**src/rtl/hazard_ctrl.sv**
```systemverilog
// hazard_ctrl
//   Pipeline hazard controller for the five-stage MIPS core. Each cycle it
//   decides whether the D-stage instruction may advance into ID/EX, or whether
//   PC and IF/ID must hold while ID/EX is flushed to a bubble. It also owns the
//   multi-cycle mult/div busy countdown and a saturating stall-cycle counter.
//
// Ports
//   clk, clr               clock, asynchronous active-high reset
//   rsD, rtD               D-stage source registers
//   use_rsD, use_rtD       D-stage instruction reads rs / rt
//   tuse_rsD, tuse_rtD     cycles until each operand is needed
//   A3E, A3M               destination register in E / M (0 = no write)
//   tnewE, tnewM           cycles until the E / M result is forwardable
//   md_useD                D-stage instruction touches the mult/div unit
//   md_startE, md_divE     E-stage mult/div start, 1 = div
//   stallF, stallD         hold PC / hold IF/ID
//   flushE                 clear ID/EX at the next edge
//   md_busy                mult/div unit is computing
//   stall_cycles           saturating count of stalled cycles
//
// Handshake: there is no valid/ready pair here. stall is the single
// back-pressure signal; while it is high the D instruction is held and a
// bubble enters E, and it is re-evaluated every cycle with zero latency.
module hazard_ctrl #(
    parameter int unsigned MULT_CYC = 5,
    parameter int unsigned DIV_CYC  = 10
) (
    input  logic        clk,
    input  logic        clr,
    input  logic [4:0]  rsD,
    input  logic [4:0]  rtD,
    input  logic        use_rsD,
    input  logic        use_rtD,
    input  logic [1:0]  tuse_rsD,
    input  logic [1:0]  tuse_rtD,
    input  logic [4:0]  A3E,
    input  logic [4:0]  A3M,
    input  logic [1:0]  tnewE,
    input  logic [1:0]  tnewM,
    input  logic        md_useD,
    input  logic        md_startE,
    input  logic        md_divE,
    output logic        stallF,
    output logic        stallD,
    output logic        flushE,
    output logic        md_busy,
    output logic [15:0] stall_cycles
);

    localparam logic [3:0] MULT_LD = 4'(MULT_CYC);
    localparam logic [3:0] DIV_LD  = 4'(DIV_CYC);

    typedef enum logic {
        IDLE = 1'b0,
        BUSY = 1'b1
    } md_state_e;

    md_state_e   state_q, state_d;
    logic [3:0]  cnt_q, cnt_d;
    logic [15:0] stall_cnt_q, stall_cnt_d;

    logic rs_hz, rt_hz, md_hz, stall;

    // E and M matches are independent; a producer in either stage that is
    // not ready by the time the operand is used forces a stall.
    always_comb begin
        rs_hz = use_rsD && (rsD != 5'd0) &&
                (((rsD == A3E) && (tnewE > tuse_rsD)) ||
                 ((rsD == A3M) && (tnewM > tuse_rsD)));
        rt_hz = use_rtD && (rtD != 5'd0) &&
                (((rtD == A3E) && (tnewE > tuse_rtD)) ||
                 ((rtD == A3M) && (tnewM > tuse_rtD)));
        // md_startE is included so a mult/div consumer right behind the
        // starting instruction stalls before md_busy has risen.
        md_hz = md_useD && (md_busy || md_startE);
        stall = rs_hz || rt_hz || md_hz;
    end

    assign stallF       = stall;
    assign stallD       = stall;
    assign flushE       = stall;
    assign md_busy      = (state_q == BUSY);
    assign stall_cycles = stall_cnt_q;

    // Busy countdown; a start while already busy simply reloads.
    always_comb begin
        cnt_d = cnt_q;
        if (md_startE) begin
            cnt_d = md_divE ? DIV_LD : MULT_LD;
        end else if (cnt_q != 4'd0) begin
            cnt_d = cnt_q - 4'd1;
        end
        state_d = (cnt_d != 4'd0) ? BUSY : IDLE;
    end

    always_comb begin
        stall_cnt_d = stall_cnt_q;
        if (stall && (stall_cnt_q != 16'hFFFF)) begin
            stall_cnt_d = stall_cnt_q + 16'd1;
        end
    end

    always_ff @(posedge clk or posedge clr) begin
        if (clr) begin
            state_q     <= IDLE;
            cnt_q       <= 4'd0;
            stall_cnt_q <= 16'd0;
        end else begin
            state_q     <= state_d;
            cnt_q       <= cnt_d;
            stall_cnt_q <= stall_cnt_d;
        end
    end

endmodule

```
**config.mk**
```make
export PLATFORM = sky130hd
export DESIGN_NAME = hazard_ctrl
export DESIGN_NICKNAME = d
export VERILOG_FILES = /design/src/rtl/hazard_ctrl.sv
export SDC_FILE = /design/constraint.sdc
export NUM_CORES = 1
export LEC_CHECK = 0
export CAP_MARGIN = 20
export CORE_ASPECT_RATIO = 0.6
export CORE_MARGIN = 2
export CORE_UTILIZATION = 34
export DETAILED_ROUTE_END_ITERATION = 12
export PLACE_DENSITY = 0.73
export SLEW_MARGIN = 20
export SYNTH_ARGS = -nofsm -noshare
export SYNTH_HDL_FRONTEND = slang
export SYNTH_SLANG_ARGS = --single-unit
```
**constraint.sdc**
```tcl
create_clock -name clk -period 2.1 [get_ports clk]
set_input_delay 0.21 -clock clk [delete_from_list [all_inputs] [get_ports clk]]
set_output_delay 0.21 -clock clk [all_outputs]
set_load 0.02 [all_outputs]
```
==> impl_metrics.toml, run 1 <==
[clock_network]
cts_tree = "done"
insertion_delay_ps = 260
clockBufferDepth = 2
cts_made_buffers = 3
cts_sinks = 21
clk_pin_slew_worst_paths_ps = 80
cts_root_buf = "clkbuf_8"
cts.htree.levels = 1

[sta]
slew_viol_final = 0
fin_crit_ps = 2050
worst_hold_slack_ps = 276
max_freq_mhz = 487
final-setup-viol-count = 0
hold_violations = 0
fin_skew_ps = 8.86
worstMarginPinSlew_ps = 673
maxSlewHeadroom_pct = 54.6
timing.final.crit_share_pct = 97.8

[cells_and_area]
syn2layout_area_growth_pct = 74.1
final_area_sq_um = 2490
regArea_sq_um = 526
final_nets = 275
drive_gt1_share_pct = 25.3
num_antenna_cells = 0
nFillCells = 329
multiInputGateArea_sq_um = 1070

[floorplan]
num_rows = 18
die_h_microns = 54.2
core-area_sq_um = 4080
die-area_sq_um = 4760
initial_core_util_pct = 35.1
die_x_microns = 87.7
design.portCount = 55

[placed_design]
place_area_sq_um = 2150
port_buffers = 54
gp_congestion = 0.900
detailed_place_hpwl_mm = 3.19

[synth]
synth_top_cell_by_area = "dfrtp_1"
yosysMostFrequentCell = "xnor2_1"
syn_area_sq_um = 1430
yosys-top-cells-area = "dfrtp_1 37%, xnor2_1 17%, ha_1 8.7%"
avgSynthCellArea_sq_um = 9.35
ys_ff_latch = 21
ys_seq_area_share_pct = 36.7
synth_top_area_share_pct = 36.7
synth_edf_count = 0
syn_inst = 153
ys_warn_count = 0
synthTopCellsByCount = "27 x xnor2_1, 21 x dfrtp_1, 14 x nand2_1, 11 x inv_1, 11 x nand4_1"
async_flop_share_pct = 100
syn-num-nets = 198
yosys_most_used_dff = "dfrtp_1"
synth_cell_types = 24

[drt]
vias_per_cell = 4.80
totalWireLength_mm = 4.41
vias = 1386
routedWlPerCell_microns = 15.3
drc = 0
drt_first_pass_iters = 4
ant_nets = 0
drtIter0Drc = 60

[grt]
globalRouteOverflowTotal = 0
antenna_found_initial = 0
grt_pass1_wl_mm = 6.68
grt_pass1_vias = 1367
grt_max_degree = 22
grt_use_total_pct = 18.7

[setup_path]
cp.buffers_inverters = 5
path_cells = "dlygate4sd2_1 -> inv_2 -> ha_4 -> nand2_1 -> nand4_1 -> nor4_4 -> o221ai_4 -> a31oi_4 -> buf_6 -> buf_6 -> buf_4 -> xor2_1"
cp.required_ps = 2290
arrival_ps = 2240
start_kind = "input port"
critical_path_class = "in -> reg"
crit_path_frequent_cell = "buf_6"
worstSetupEndpointType = "flop"
crit_slowest_cell = "nor4_4"
slowest_delay_ps = 330
crit_fanout = 6
critPathTopFamily = "buffers and inverters"

[outcome]
status = "complete, no violations"

[min_path]
min_path_type = "in -> async"

[power]
p_per_area_nw_per_um2 = 625
p_leak_nw = 1.09
irDropWorstVdd_v = 0.000305

[run]
maxCapViolations = 0
-- repair_timing --
item                                    in CTS  in global routing
hold endpoints to repair                     0                  0
gates resized for setup                     46                 40
setup buffers                                2                  1
cloned                                       1                  0
pin swaps                                   10                 15
hold buffers                                 0                  0
endpoints found under the setup margin      18                 14
-- worst reg2reg max path, stage by stage (launching register included) --
cell and delay, ps:
dfrtp_1 430, ha_1 220, and3_1 200, nand3_1 140
nor3_2 250, a31oi_4 60, buf_6 180, buf_6 110
buf_4 120, xor2_1 140
-- where the power goes --
group	switching, mW	internal [mW]
clock	0.132	0.132
combinational	0.338	0.374
sequential	0.0963	0.483
-- routing by layer --
layer | vias up | global-route usage (%) | routed length (microns)
met5 | - | 0 | 0
met4 | 0 | 3.08 | 27
met3 | 2 | 3.92 | 188
met2 | 38 | 28.9 | 1990
met1 | 662 | 27.6 | 2210
li1 | 684 | - | -
-- per-stage QoR --
stage          util, %  TNS [ps]  instances  setup WS [ps]  power, mW
2_1_floorplan        -         0        153            197      0.884
3_3_place_gp      52.8     -9450        281           -754       1.19
3_5_place_dp      52.8     -9420        281           -738       1.22
4_1_cts           56.7         0        288           10.6       1.52
5_1_grt           61.1     -74.5        289          -33.6       1.65
6_report          61.1         0        289           45.3       1.56
-- final timing paths --
path | startpoint | to | slack [ps] | depth (start not counted)
worst max-delay path | tuse_rtD[1] | stall_cycles[0] | 50 | 12
worst min-delay path | clr | stall_cycles[6] | 280 | 3
worst max register to register | stall_cycles[1] | stall_cycles[0] | 150 | 9
worst min register to register | stall_cycles[9] | stall_cycles[9] | 500 | 1
max in group asynchronous | clr | stall_cycles[5] | 1600 | 3
min in group clk | stall_cycles[9] | stall_cycles[9] | 500 | 1
-- layout by cell type (no fill, tap or decap), types with 4 or more instances in the layout --
master,count
and3_1,5
xor2_1,9
nand2_1,13
clkdlybuf4s50_1,30
nor2_1,7
nand3_1,4
dlymetal6s2s_1,13
buf_6,7
ha_4,7
nand4_1,11
dfrtp_1,21
inv_2,4
a21oi_1,4
buf_4,16
xnor2_1,26
o21ai_0,4
inv_1,7
-- cell families after synthesis --
family / share of synthesized area (%)
AO/OA/AOI/OAI: 6.47
XOR/XNOR: 22.0
adder cells (fa/ha/maj): 8.75
buffers and inverters: 4.46
flip-flops: 36.7
multiplexers: 1.57
AND/OR/NAND/NOR: 19.9
-- sequential cells by signal (all words and copies together), names as in the netlist --
name / flops
md_busy: 1
cnt_q: 4
stall_cycles: 16
-- layout make-up --
| cell class | instances | area share (%) |
|---|---|---|
| clock buffer | 3 | 1.66 |
| tap | 60 | 3.02 |
| inverter | 11 | 1.66 |
| multi-input combinational | 118 | 43.1 |
| timing repair buffer | 75 | 29.3 |
| sequential | 21 | 21.1 |
| clock inverter | 1 | 0.201 |
Power figures use the tool's default switching activity.
==> inputs of run 2 (changes only) <==
CORE_UTILIZATION = 44   (was 34)
PLACE_DENSITY = 0.88   (was 0.73)
==> impl_metrics.toml, run 2 (synthesis gave the netlist of run 1 again) <==
[outcome]
status = "finished, violations left"
violations = "negative setup slack"

[drt]
drtIter0Drc = 159
ant_nets = 0
vias = 1601
routedWlPerCell_microns = 21.9
drc = 0
totalWireLength_mm = 5.89
drt_first_pass_iters = 5
vias_per_cell = 5.95

[cells_and_area]
utilization_pct = 82.9
syn2layout_area_growth_pct = 73.1
num_antenna_cells = 0
final_area_sq_um = 2470
nFillCells = 139
layout_common_cells = "28 x clkdlybuf4s50_1, 24 x xnor2_1, 21 x dfrtp_1, 16 x dlymetal6s2s_1, 16 x buf_4"
largest_reg_flops = 16
layout_commonest_cell = "clkdlybuf4s50_1"
drive_gt1_share_pct = 24.7
regArea_sq_um = 526
final_nets = 273
multiInputGateArea_sq_um = 1090

[min_path]
min_path_type = "in -> async"

[grt]
grt_max_degree = 22
globalRouteOverflowTotal = 0
grt_use_total_pct = 26.5
grt_pass1_wl_mm = 7.13
antenna_found_initial = 0
grt_pass1_vias = 1437

[setup_path]
cp.required_ps = 2260
start_kind = "flop"
r2r_cells = 7
worstSetupEndpointType = "flop"
rr_endpoint = "stall_cycles[1]"
arrival_ps = 2320
r2r-start = "stall_cycles[1]"
reg2reg_slack_ps = -60
crit_fanout = 5
critical_path_class = "reg -> reg"

[floorplan]
design.portCount = 55
die_h_microns = 48.2
num_rows = 15
die-area_sq_um = 3740
die_x_microns = 77.6
initial_core_util_pct = 47.9
core-area_sq_um = 2980

[sta]
setup_ws_ps = -62.9
maxSlewHeadroom_pct = 52.1
worstMarginPinSlew_ps = 711
worst_hold_slack_ps = 262
slew_viol_final = 0
setup_tns_ps = -168
timing.final.crit_share_pct = 103
hold_violations = 0
max_freq_mhz = 462
fin_crit_ps = 2160
fin_skew_ps = 1.68
final-setup-viol-count = 6

[clock_network]
cts.htree.levels = 1
insertion_delay_ps = 270
clockBufferDepth = 2
cts_made_buffers = 3
cts_root_buf = "clkbuf_8"
cts_sinks = 21
cts_tree = "done"
clk_pin_slew_worst_paths_ps = 80

[placed_design]
detailed_place_hpwl_mm = 3.25
place_area_sq_um = 2120
gp_congestion = 0.913
port_buffers = 54

[run]
maxCapViolations = 0

[power]
p_per_area_nw_per_um2 = 652
p_leak_nw = 1.12
irDropWorstVdd_v = 0.000526
-- run 2: worst max path at each step --
stage                         start         endpoint  depth (start not counted)
floorplan               tuse_rtD[1]  stall_cycles[3]                         10
global placement        tuse_rtD[1]           flushE                          9
detailed placement      tuse_rtD[1]           stallD                          9
CTS                          rtD[1]           stallD                          5
global route        stall_cycles[1]  stall_cycles[1]                          7
finish              stall_cycles[1]  stall_cycles[1]                          7
-- run 2: cell type report --
| class | count | area share [%] |
|---|---|---|
| Tap cell | 42 | 2.12 |
| Clock buffer | 3 | 1.67 |
| Timing Repair Buffer | 73 | 29.2 |
| Inverter | 11 | 1.67 |
| Multi-Input combinational cell | 118 | 43.9 |
| Sequential cell | 21 | 21.2 |
| Clock inverter | 1 | 0.202 |
-- run 2: worst max-delay path, stage by stage (launching register included) --
cell and delay (ps):
dfrtp_1 470, ha_1 230, and3_1 220, nand3_1 170, nor3_1 430, a31oi_4 100, buf_6 170, mux2_2 260
-- run 2: what timing repair did --
action	in CTS	in global routing
pin swaps	14	18
gates resized for setup	41	41
buffers inserted	3	0
hold buffers	0	0
setup endpoints to repair	18	19
-- run 2: metal layers --
| metal | vias up | track usage (%) | routed length (microns) |
|---|---|---|---|
| met3 | 32 | 5.37 | 389 |
| met2 | 91 | 47.4 | 2710 |
| met4 | 0 | 7.50 | 228 |
| li1 | 682 | - | - |
| met1 | 796 | 34.3 | 2560 |
| met5 | - | 0 | 0 |
-- run 2: metrics by stage --
step | instances | worst slack [ps] | power (mW)
2_1_floorplan | 153 | 197 | 0.884
3_3_place_gp | 262 | -680 | 1.19
3_5_place_dp | 262 | -673 | 1.21
4_1_cts | 269 | 29.9 | 1.51
5_1_grt | 269 | -88.4 | 1.68
6_report | 269 | -62.9 | 1.61
-- run 2: power by group --
part / internal (mW) / leakage, nW / switching (mW)
clock network: 0.133 / 0.0255 / 0.146
logic: 0.369 / 0.829 / 0.367
registers: 0.483 / 0.267 / 0.117
total: 0.985 / 1.12 / 0.630
